$ cat config.mk
export PLATFORM = sky130hd
export DESIGN_NAME = motor_pwm_gen
export DESIGN_NICKNAME = d
export VERILOG_FILES = /design/src/rtl/drone_pkg.sv /design/src/rtl/pwm_channel.sv /design/src/rtl/motor_pwm_gen.sv
export SDC_FILE = /design/constraint.sdc
export NUM_CORES = 1
export LEC_CHECK = 0
export ABC_AREA = 1
export BUFFER_PORTS_ARGS = -buffer_cell sky130_fd_sc_hd__clkbuf_2
export CELL_PAD_IN_SITES_DETAIL_PLACEMENT = 0
export CELL_PAD_IN_SITES_GLOBAL_PLACEMENT = 1
export CORE_MARGIN = 2
export CORE_UTILIZATION = 45
export CTS_BUF_LIST = sky130_fd_sc_hd__clkbuf_4
export DETAILED_ROUTE_END_ITERATION = 8
export GPL_TIMING_DRIVEN = 0
export PLACE_DENSITY_LB_ADDON = 0.1
export REMOVE_ABC_BUFFERS = 1
export SYNTH_ARGS = -nofsm -noshare
export SYNTH_HDL_FRONTEND = slang
export SYNTH_HIERARCHICAL = 1
export SYNTH_SLANG_ARGS = --single-unit
export TNS_END_PERCENT = 30
$ cat constraint.sdc
create_clock -name clk -period 7.7 [get_ports clk]
set_input_delay 0.77 -clock clk [delete_from_list [all_inputs] [get_ports clk]]
set_output_delay 0.77 -clock clk [all_outputs]
set_load 0.02 [all_outputs]
$ cat src/rtl/drone_pkg.sv
// rtl/drone_pkg.sv - shared duty type, saturating add and default ESC PWM timing
package drone_pkg;

  typedef logic [7:0] duty_t;

  localparam int PERIOD_TICKS_DEF    = 1000000;
  localparam int MIN_PULSE_TICKS_DEF = 50000;
  localparam int STEP_TICKS_DEF      = 196;
  localparam int CNT_W_DEF           = 20;

  function automatic duty_t sat_add(input duty_t a, input duty_t b);
    logic [8:0] sum;
    sum = {1'b0, a} + {1'b0, b};
    return sum[8] ? 8'hFF : sum[7:0];
  endfunction

endpackage

$ cat src/rtl/pwm_channel.sv
// rtl/pwm_channel.sv - one ESC output: active duty register, width compute, registered compare
module pwm_channel
  import drone_pkg::*;
#(
  parameter int CNT_W           = CNT_W_DEF,
  parameter int MIN_PULSE_TICKS = MIN_PULSE_TICKS_DEF,
  parameter int STEP_TICKS      = STEP_TICKS_DEF
) (
  input  logic             clk,
  input  logic             rst_n,
  input  duty_t            staged_duty,
  input  logic [CNT_W-1:0] cnt,
  input  logic             boundary,
  input  logic             arm_act,
  output logic             pwm
);

  duty_t            duty_q, duty_d;
  duty_t            duty_eff;
  logic [CNT_W-1:0] width;
  logic             pwm_q, pwm_d;

  // The boundary cycle forces the rising edge; later cycles compare against the
  // freshly loaded active duty, so the pulse spans counter values 0..width-1.
  always_comb begin
    duty_d   = duty_q;
    if (boundary) begin
      duty_d = staged_duty;
    end
    duty_eff = arm_act ? duty_q : '0;
    width    = CNT_W'(MIN_PULSE_TICKS) + CNT_W'(duty_eff) * CNT_W'(STEP_TICKS);
    pwm_d    = boundary || (cnt < width);
  end

  always_ff @(posedge clk or negedge rst_n) begin
    if (!rst_n) begin
      duty_q <= '0;
      pwm_q  <= 1'b0;
    end else begin
      duty_q <= duty_d;
      pwm_q  <= pwm_d;
    end
  end

  assign pwm = pwm_q;

endmodule

$ cat src/rtl/motor_pwm_gen.sv
// rtl/motor_pwm_gen.sv - base throttle plus per-motor offsets into four double-buffered ESC PWM outputs
module motor_pwm_gen
  import drone_pkg::*;
#(
  parameter int PERIOD_TICKS    = PERIOD_TICKS_DEF,
  parameter int MIN_PULSE_TICKS = MIN_PULSE_TICKS_DEF,
  parameter int STEP_TICKS      = STEP_TICKS_DEF,
  parameter int CNT_W           = CNT_W_DEF
) (
  input  logic       clk,
  input  logic       rst_n,
  input  logic [7:0] throttle,
  input  logic [7:0] motor_1_offset,
  input  logic [7:0] motor_2_offset,
  input  logic [7:0] motor_3_offset,
  input  logic [7:0] motor_4_offset,
  input  logic       upd_valid,
  input  logic       arm,
  output logic       pwm_1,
  output logic       pwm_2,
  output logic       pwm_3,
  output logic       pwm_4,
  output logic       frame_start,
  output logic       armed
);

  if (MIN_PULSE_TICKS + 255 * STEP_TICKS >= PERIOD_TICKS) begin : g_bad_timing
    $error("motor_pwm_gen: maximum pulse leaves no low phase in the frame");
  end
  if (((PERIOD_TICKS - 1) >> CNT_W) != 0) begin : g_bad_cnt_w
    $error("motor_pwm_gen: CNT_W too narrow for PERIOD_TICKS");
  end
  if (MIN_PULSE_TICKS < 1) begin : g_bad_min
    $error("motor_pwm_gen: MIN_PULSE_TICKS must be at least 1");
  end

  logic [CNT_W-1:0] cnt_q, cnt_d;
  duty_t            staged_q [4];
  duty_t            staged_d [4];
  duty_t            offset   [4];
  logic             arm_act_q, arm_act_d;
  logic             frame_start_q, frame_start_d;
  logic             boundary;
  logic [3:0]       pwm_w;

  assign offset[0] = motor_1_offset;
  assign offset[1] = motor_2_offset;
  assign offset[2] = motor_3_offset;
  assign offset[3] = motor_4_offset;

  assign boundary = (cnt_q == '0);

  always_comb begin
    cnt_d         = (cnt_q == CNT_W'(PERIOD_TICKS - 1)) ? '0 : cnt_q + CNT_W'(1);
    arm_act_d     = boundary ? arm : arm_act_q;
    frame_start_d = boundary;
    for (int i = 0; i < 4; i++) begin
      staged_d[i] = upd_valid ? sat_add(throttle, offset[i]) : staged_q[i];
    end
  end

  // Staging may update on the boundary edge itself; channels latch the old
  // staged value on that edge, so the new one lands a frame later.
  always_ff @(posedge clk or negedge rst_n) begin
    if (!rst_n) begin
      cnt_q         <= '0;
      arm_act_q     <= 1'b0;
      frame_start_q <= 1'b0;
      for (int i = 0; i < 4; i++) begin
        staged_q[i] <= '0;
      end
    end else begin
      cnt_q         <= cnt_d;
      arm_act_q     <= arm_act_d;
      frame_start_q <= frame_start_d;
      for (int i = 0; i < 4; i++) begin
        staged_q[i] <= staged_d[i];
      end
    end
  end

  for (genvar g = 0; g < 4; g++) begin : g_ch
    pwm_channel #(
      .CNT_W          (CNT_W),
      .MIN_PULSE_TICKS(MIN_PULSE_TICKS),
      .STEP_TICKS     (STEP_TICKS)
    ) u_ch (
      .clk        (clk),
      .rst_n      (rst_n),
      .staged_duty(staged_q[g]),
      .cnt        (cnt_q),
      .boundary   (boundary),
      .arm_act    (arm_act_q),
      .pwm        (pwm_w[g])
    );
  end

  assign pwm_1       = pwm_w[0];
  assign pwm_2       = pwm_w[1];
  assign pwm_3       = pwm_w[2];
  assign pwm_4       = pwm_w[3];
  assign frame_start = frame_start_q;
  assign armed       = arm_act_q;

endmodule
Yosys cells after proc, flatten, opt, wreduce, memory -nomap -nowiden
Cells that the tools add are included.
{ "word_totals": {"regBits": 90, "latchBits": 0, "mem_bits_rw": 0, "mem_bits_ro": 0, "out_inout_bits": 6, "elab_cells": 47, "n_memories": 0} }
{ "op_classes": {"n_addsub": 9, "n_mul": 4, "div": 0, "n_lt_le_gt_ge": 4, "n_eq_ne": 1, "shifts": 0, "muxes": 9, "n_bitwise": 0, "n_reduce_logical": 5} }
{ "op_table": {"columns": ["operator", "n"], "rows": [
  ["20-bit less-than comparator", 4],
  ["16-bit by 16-bit adder with 17-bit output (first input constant)", 4],
  ["8-bit 2-to-1 mux", 8],
  ["8-bit by 6-bit multiplier with 14-bit output (second input constant)", 4],
  ["8-bit by 8-bit adder with 9-bit output", 4],
  ["20-bit by 1-bit adder with 20-bit output (second input constant)", 1],
  ["20-bit equality test (second input constant)", 1],
  ["20-bit logical NOT", 1],
  ["20-bit 2-to-1 mux", 1],
  ["1-bit logical OR", 4]
]} }

Longest topological paths before layout
{ "logic_depth": {"word_depth": 5, "ltp_mapped": 27, "mapped_depth_nobuf": 26} }

By module
Netlist, hierarchy kept.
{ "by_module_without_submodules": {"columns": ["module", "instances", "cells_per_inst", "area_each_um2", "seq_area_each_um2"], "rows": [
  ["motor_pwm_gen", 1, 569, 4021.4, 1351.3],
  ["pwm_channel at g_ch[0].u_ch ...", 2, 228, 1624.1, 225.2],
  ["pwm_channel at g_ch[3].u_ch", 1, 226, 1626.6, 225.2],
  ["pwm_channel at g_ch[2].u_ch", 1, 226, 1616.6, 225.2]
]} }

Least setup slack after synthesis
OpenSTA, ideal clock, no wires.
{ "synth_timing": {"path_kind": "reg-to-reg", "startpoint": "register arm_act_q (netlist: armed)", "endpoint": "register g_ch[0].u_ch.pwm_q", "setup_time_ns": 0.123, "arrival_time_ns": 3.919, "path_slack_ns": 3.658, "path_stages_with_launch": 26, "synth_period_minus_slack_ns": 4.042, "cell_sequence": "dfrtp_1 > buf_4 > nand2_1 > o21ai_0 > inv_1 > fa_1 > ha_1 > ha_1 > inv_1 > fa_1 > inv_1 > nor2_1 > nand2_1 > nand2_2 > nor2_2 > nand3_2 > nand2_1 > nor2_1 > ha_1 > inv_1 > nor2_1 > nand2_1 > nor3_1 > o211ai_1 > nand3_1 > nand2_1"} }
{ "synth_between": {"elab_chain_cells": 5} }
{ "synth_rtl": {"columns": ["item", "line", "source"], "rows": [
  ["start, declared", "motor_pwm_gen.sv:41", "logic arm_act_q, arm_act_d;"],
  ["start signal, assigned", "motor_pwm_gen.sv:74", "arm_act_q <= arm_act_d;"],
  ["8-bit 2-to-1 mux", "pwm_channel.sv:30", "duty_eff = arm_act ? duty_q : '0;"],
  ["8-bit by 6-bit multiplier with 14-bit output", "pwm_channel.sv:31", "width = CNT_W'(MIN_PULSE_TICKS) + CNT_W'(duty_eff) * CNT_W'(STEP_TICKS);"],
  ["16-bit by 16-bit adder with 17-bit output", "pwm_channel.sv:31", null],
  ["20-bit less-than comparator", "pwm_channel.sv:32", "pwm_d = boundary || (cnt < width);"],
  ["1-bit logical OR", "pwm_channel.sv:32", null],
  ["via g_ch[0].u_ch.pwm_d", "pwm_channel.sv:21", "logic pwm_q, pwm_d;"],
  ["end signal, assigned", "pwm_channel.sv:41", "pwm_q <= pwm_d;"],
  ["end, declared", "pwm_channel.sv:21", null]
]} }
The timed path passes the listed nets, and every way through them passes these cells.
A chain may end at the register's enable or synchronous reset.

Worst setup path in the final report
Ends and elaborated chain as after synthesis.

==> impl_metrics.tcl <==
set metrics [dict create \
    critPathMostFrequentCell "nand2_1" \
    maxSlewHeadroom_pct 43.2 \
    fin_setup_tns_ns 0 \
    rows 55 \
    grt_first_pass_wirelength_mm 42.2 \
    synthTopCellsByArea "ha_1, dfrtp_1, nand2_1" \
    ctsHoldBuffers 0 \
    critPathMaxStageDelay_ns 0.96 \
    crit_type "reg2reg" \
    die-area_sq_um 24600 \
    synth.most_common_cell "nand2_1" \
    ys_top_cells_by_count "nand2_1, inv_1, ha_1" \
    crit_chain "nand2_1, o21ai_0, inv_1, fa_1, ha_1, ha_1, inv_1, fa_1, inv_1, nand3_1, nand3b_1, nand2_1, nor2_1, nand3_2, nand3_1, nand2_1, ha_1, nand2_1, nor3_1, o211ai_1, nand3_1, nand2_1" \
    die_x_um 157 \
    min_period_over_period_pct 65.3 \
    finalSetupViolCount 0 \
    start_util_pct 46.2 \
    power.share.clock_pct 17.1 \
    internal_power_mw 0.872 \
    worstPathArrival_ns 5.42 \
    peakVddDrop_v 0.0000634 \
    timing.fmax_ghz 0.199 \
    clkSinkCount 90 \
    postCtsSetupBuffers 0 \
    worst_pin_slew_ns 0.852 \
    die_h_um 157 \
    fillCellCount 2398 \
    cts_buffers 9 \
    utilization_pct 49.4 \
    crit_path_end_kind "flop" \
    synthArstFlopShare_pct 100 \
    antenna_found_initial 1 \
    synth_ff_type "dfrtp_1" \
    p_sw_share_pct 43.0 \
    vias_per_cell 4.89 \
    slowest_stage "dfrtp_2" \
    first_pass_iters 5 \
    syn_to_final_growth_pct 6.95 \
    fin_area_sq_um 11200 \
    synth_area_leader_cell "ha_1" \
    holdWs_ns 0.252 \
    cap_violations 0 \
    fin_crit_ns 5.03 \
    drv_slew 0 \
    seqPwrFrac_pct 35.9 \
    finalHoldViolations 0 \
    drive_above_1_share_pct 8.49 \
    grt_pass1_vias 8673 \
    numPortBuffers 49 \
    vias 9022 \
    min_path_type "in2async" \
    comb_power_share_pct 47.0 \
    syn_area_per_cell_sq_um 7.12 \
    synth_top_area_share_pct 23.6 \
    cts_tree "yes" \
    rsz0062_at_grt "false" \
    place_area_sq_um 11100 \
    groute.usage.overall_pct 21.4 \
    cts_root_buffer "clkbuf_4" \
    core_region_area_sq_um 22800 \
    h-tree-depth 3 \
    nets 1784 \
    crit_required_ns 8.09 \
    synth_warnings 6 \
    power_leakage_nw 6.83 \
    clk_latency_ns 0.49 \
    cts_resized 0 \
    remaining_drc_errors 0 \
    gp_congestion 0.844 \
    yosysSeqAreaShare_pct 21.4 \
    antenna_left 0 \
    status "complete, no violations" \
    synth_edf_count 0 \
    ys_types 42 \
    synth_seq_cells 90 \
    cellPowerDensity_nw_per_um2 136 \
    wl_per_cell_um 13.4 \
    power_switching_mw 0.658 \
    netlist_instances 1477 \
    pre_cts_slack_ns 2.62 \
    cp_max_fo 34 \
    place_hpwl_mm 19.7 \
    fin_skew_ns 0.0237 \
    critPathLaunchType "flop" \
    ioPinCount 50 \
    cts.clk_slew.worst_paths_ns 0.17 \
    grt_overflow 0 \
    wl_mm 24.7 \
    clk_path_buf_depth 2 \
    drt-initial-drc-count 363 \
    setup_ws_ns 2.67 \
    synth_area_sq_um 10500 \
    grt_max_degree 59 \
]
## per-layer routing
metal  GRT usage (%)  vias up  share of wire [%]
met5               0        -                  0
met3            2.55       16                3.4
li1                -     4846                  -
met1            29.9     4023                 50
met2            35.4      137                 45
met4            4.98        0                1.2
## critical path: cells and delay by family (launching register included)
kind                       cells  cell delay, ns
AOI/OAI and AO/OA              2            0.39
adders and majority gates      5            1.70
buffers and inverters          3            0.25
DFF                            1            0.96
and+or+nand+nor               12            1.64
## state kept, by name, indices dropped and copies added, names as in the netlist
register,cells
armed,1
g_ch.u_ch/pwm,4
cnt_q,20
frame_start,1
staged_q,32
g_ch.u_ch/duty_q,32
## metrics by stage
| step | instances | power, mW |
|---|---|---|
| global placement | 1827 | 1.27 |
| finish | 1845 | 1.53 |
| global route | 1845 | 1.70 |
| floorplan | 1465 | 1.11 |
| detailed placement | 1828 | 1.28 |
| CTS | 1844 | 1.55 |
## kinds of logic after synthesis
kind of cell             Yosys count  share of synthesized area (%)
AO/OA/AOI/OAI                    124                           7.46
XOR/XNOR                          50                           4.17
adder cells (fa/ha/maj)          214                           26.6
buffers and inverters            246                           8.97
flip-flops                        90                           21.4
AND/OR/NAND/NOR                  753                           31.4
## power by group through the flow
stage / combinational (mW) / clock [mW] / sequential, mW
CTS: 0.730 / 0.272 / 0.550
detailed placement: 0.720 / 0 / 0.559
global route: 0.849 / 0.291 / 0.557
finish: 0.719 / 0.262 / 0.550
global placement: 0.711 / 0 / 0.557
floorplan: 0.563 / 0 / 0.549
## final cells by class
class                   count  area, sq um  area share (%)
flip-flops and latches     90         2250            20.0
diodes                      1         2.50          0.0223
well taps                 313          392            3.48
multi-input cells        1141         7320            65.1
clock buffers               9         67.6           0.601
clock inverters             7         57.6           0.512
inverters                 234          878            7.81
repair buffers             50          275            2.45
## cells in the final DEF (no fill, tap or decap), types with 14 or more instances in the layout
master	instances
nand2_1	439
clkbuf_2	48
inv_1	229
nor2_1	125
o21ai_0	23
ha_1	198
a21oi_1	51
xor2_1	42
nand3_1	88
dfrtp_1	89
nand2_2	14
nand4_1	26
fa_1	16
## worst paths after layout
check	start	to	slack, ns	cells after the start
setup / recovery	armed	g_ch[0].u_ch/pwm	2.67	22
hold / removal	rst_n	staged_q[10]	0.25	1
setup reg to reg	armed	g_ch[0].u_ch/pwm	2.67	22
hold reg to reg	g_ch[2].u_ch/duty_q[6]	g_ch[2].u_ch/duty_q[6]	0.49	2
max in group asynchronous	rst_n	g_ch[3].u_ch/duty_q[3]	6.78	2
min in group clk	g_ch[2].u_ch/duty_q[6]	g_ch[2].u_ch/duty_q[6]	0.49	2
Note: power is estimated with default switching activity, not from simulation.
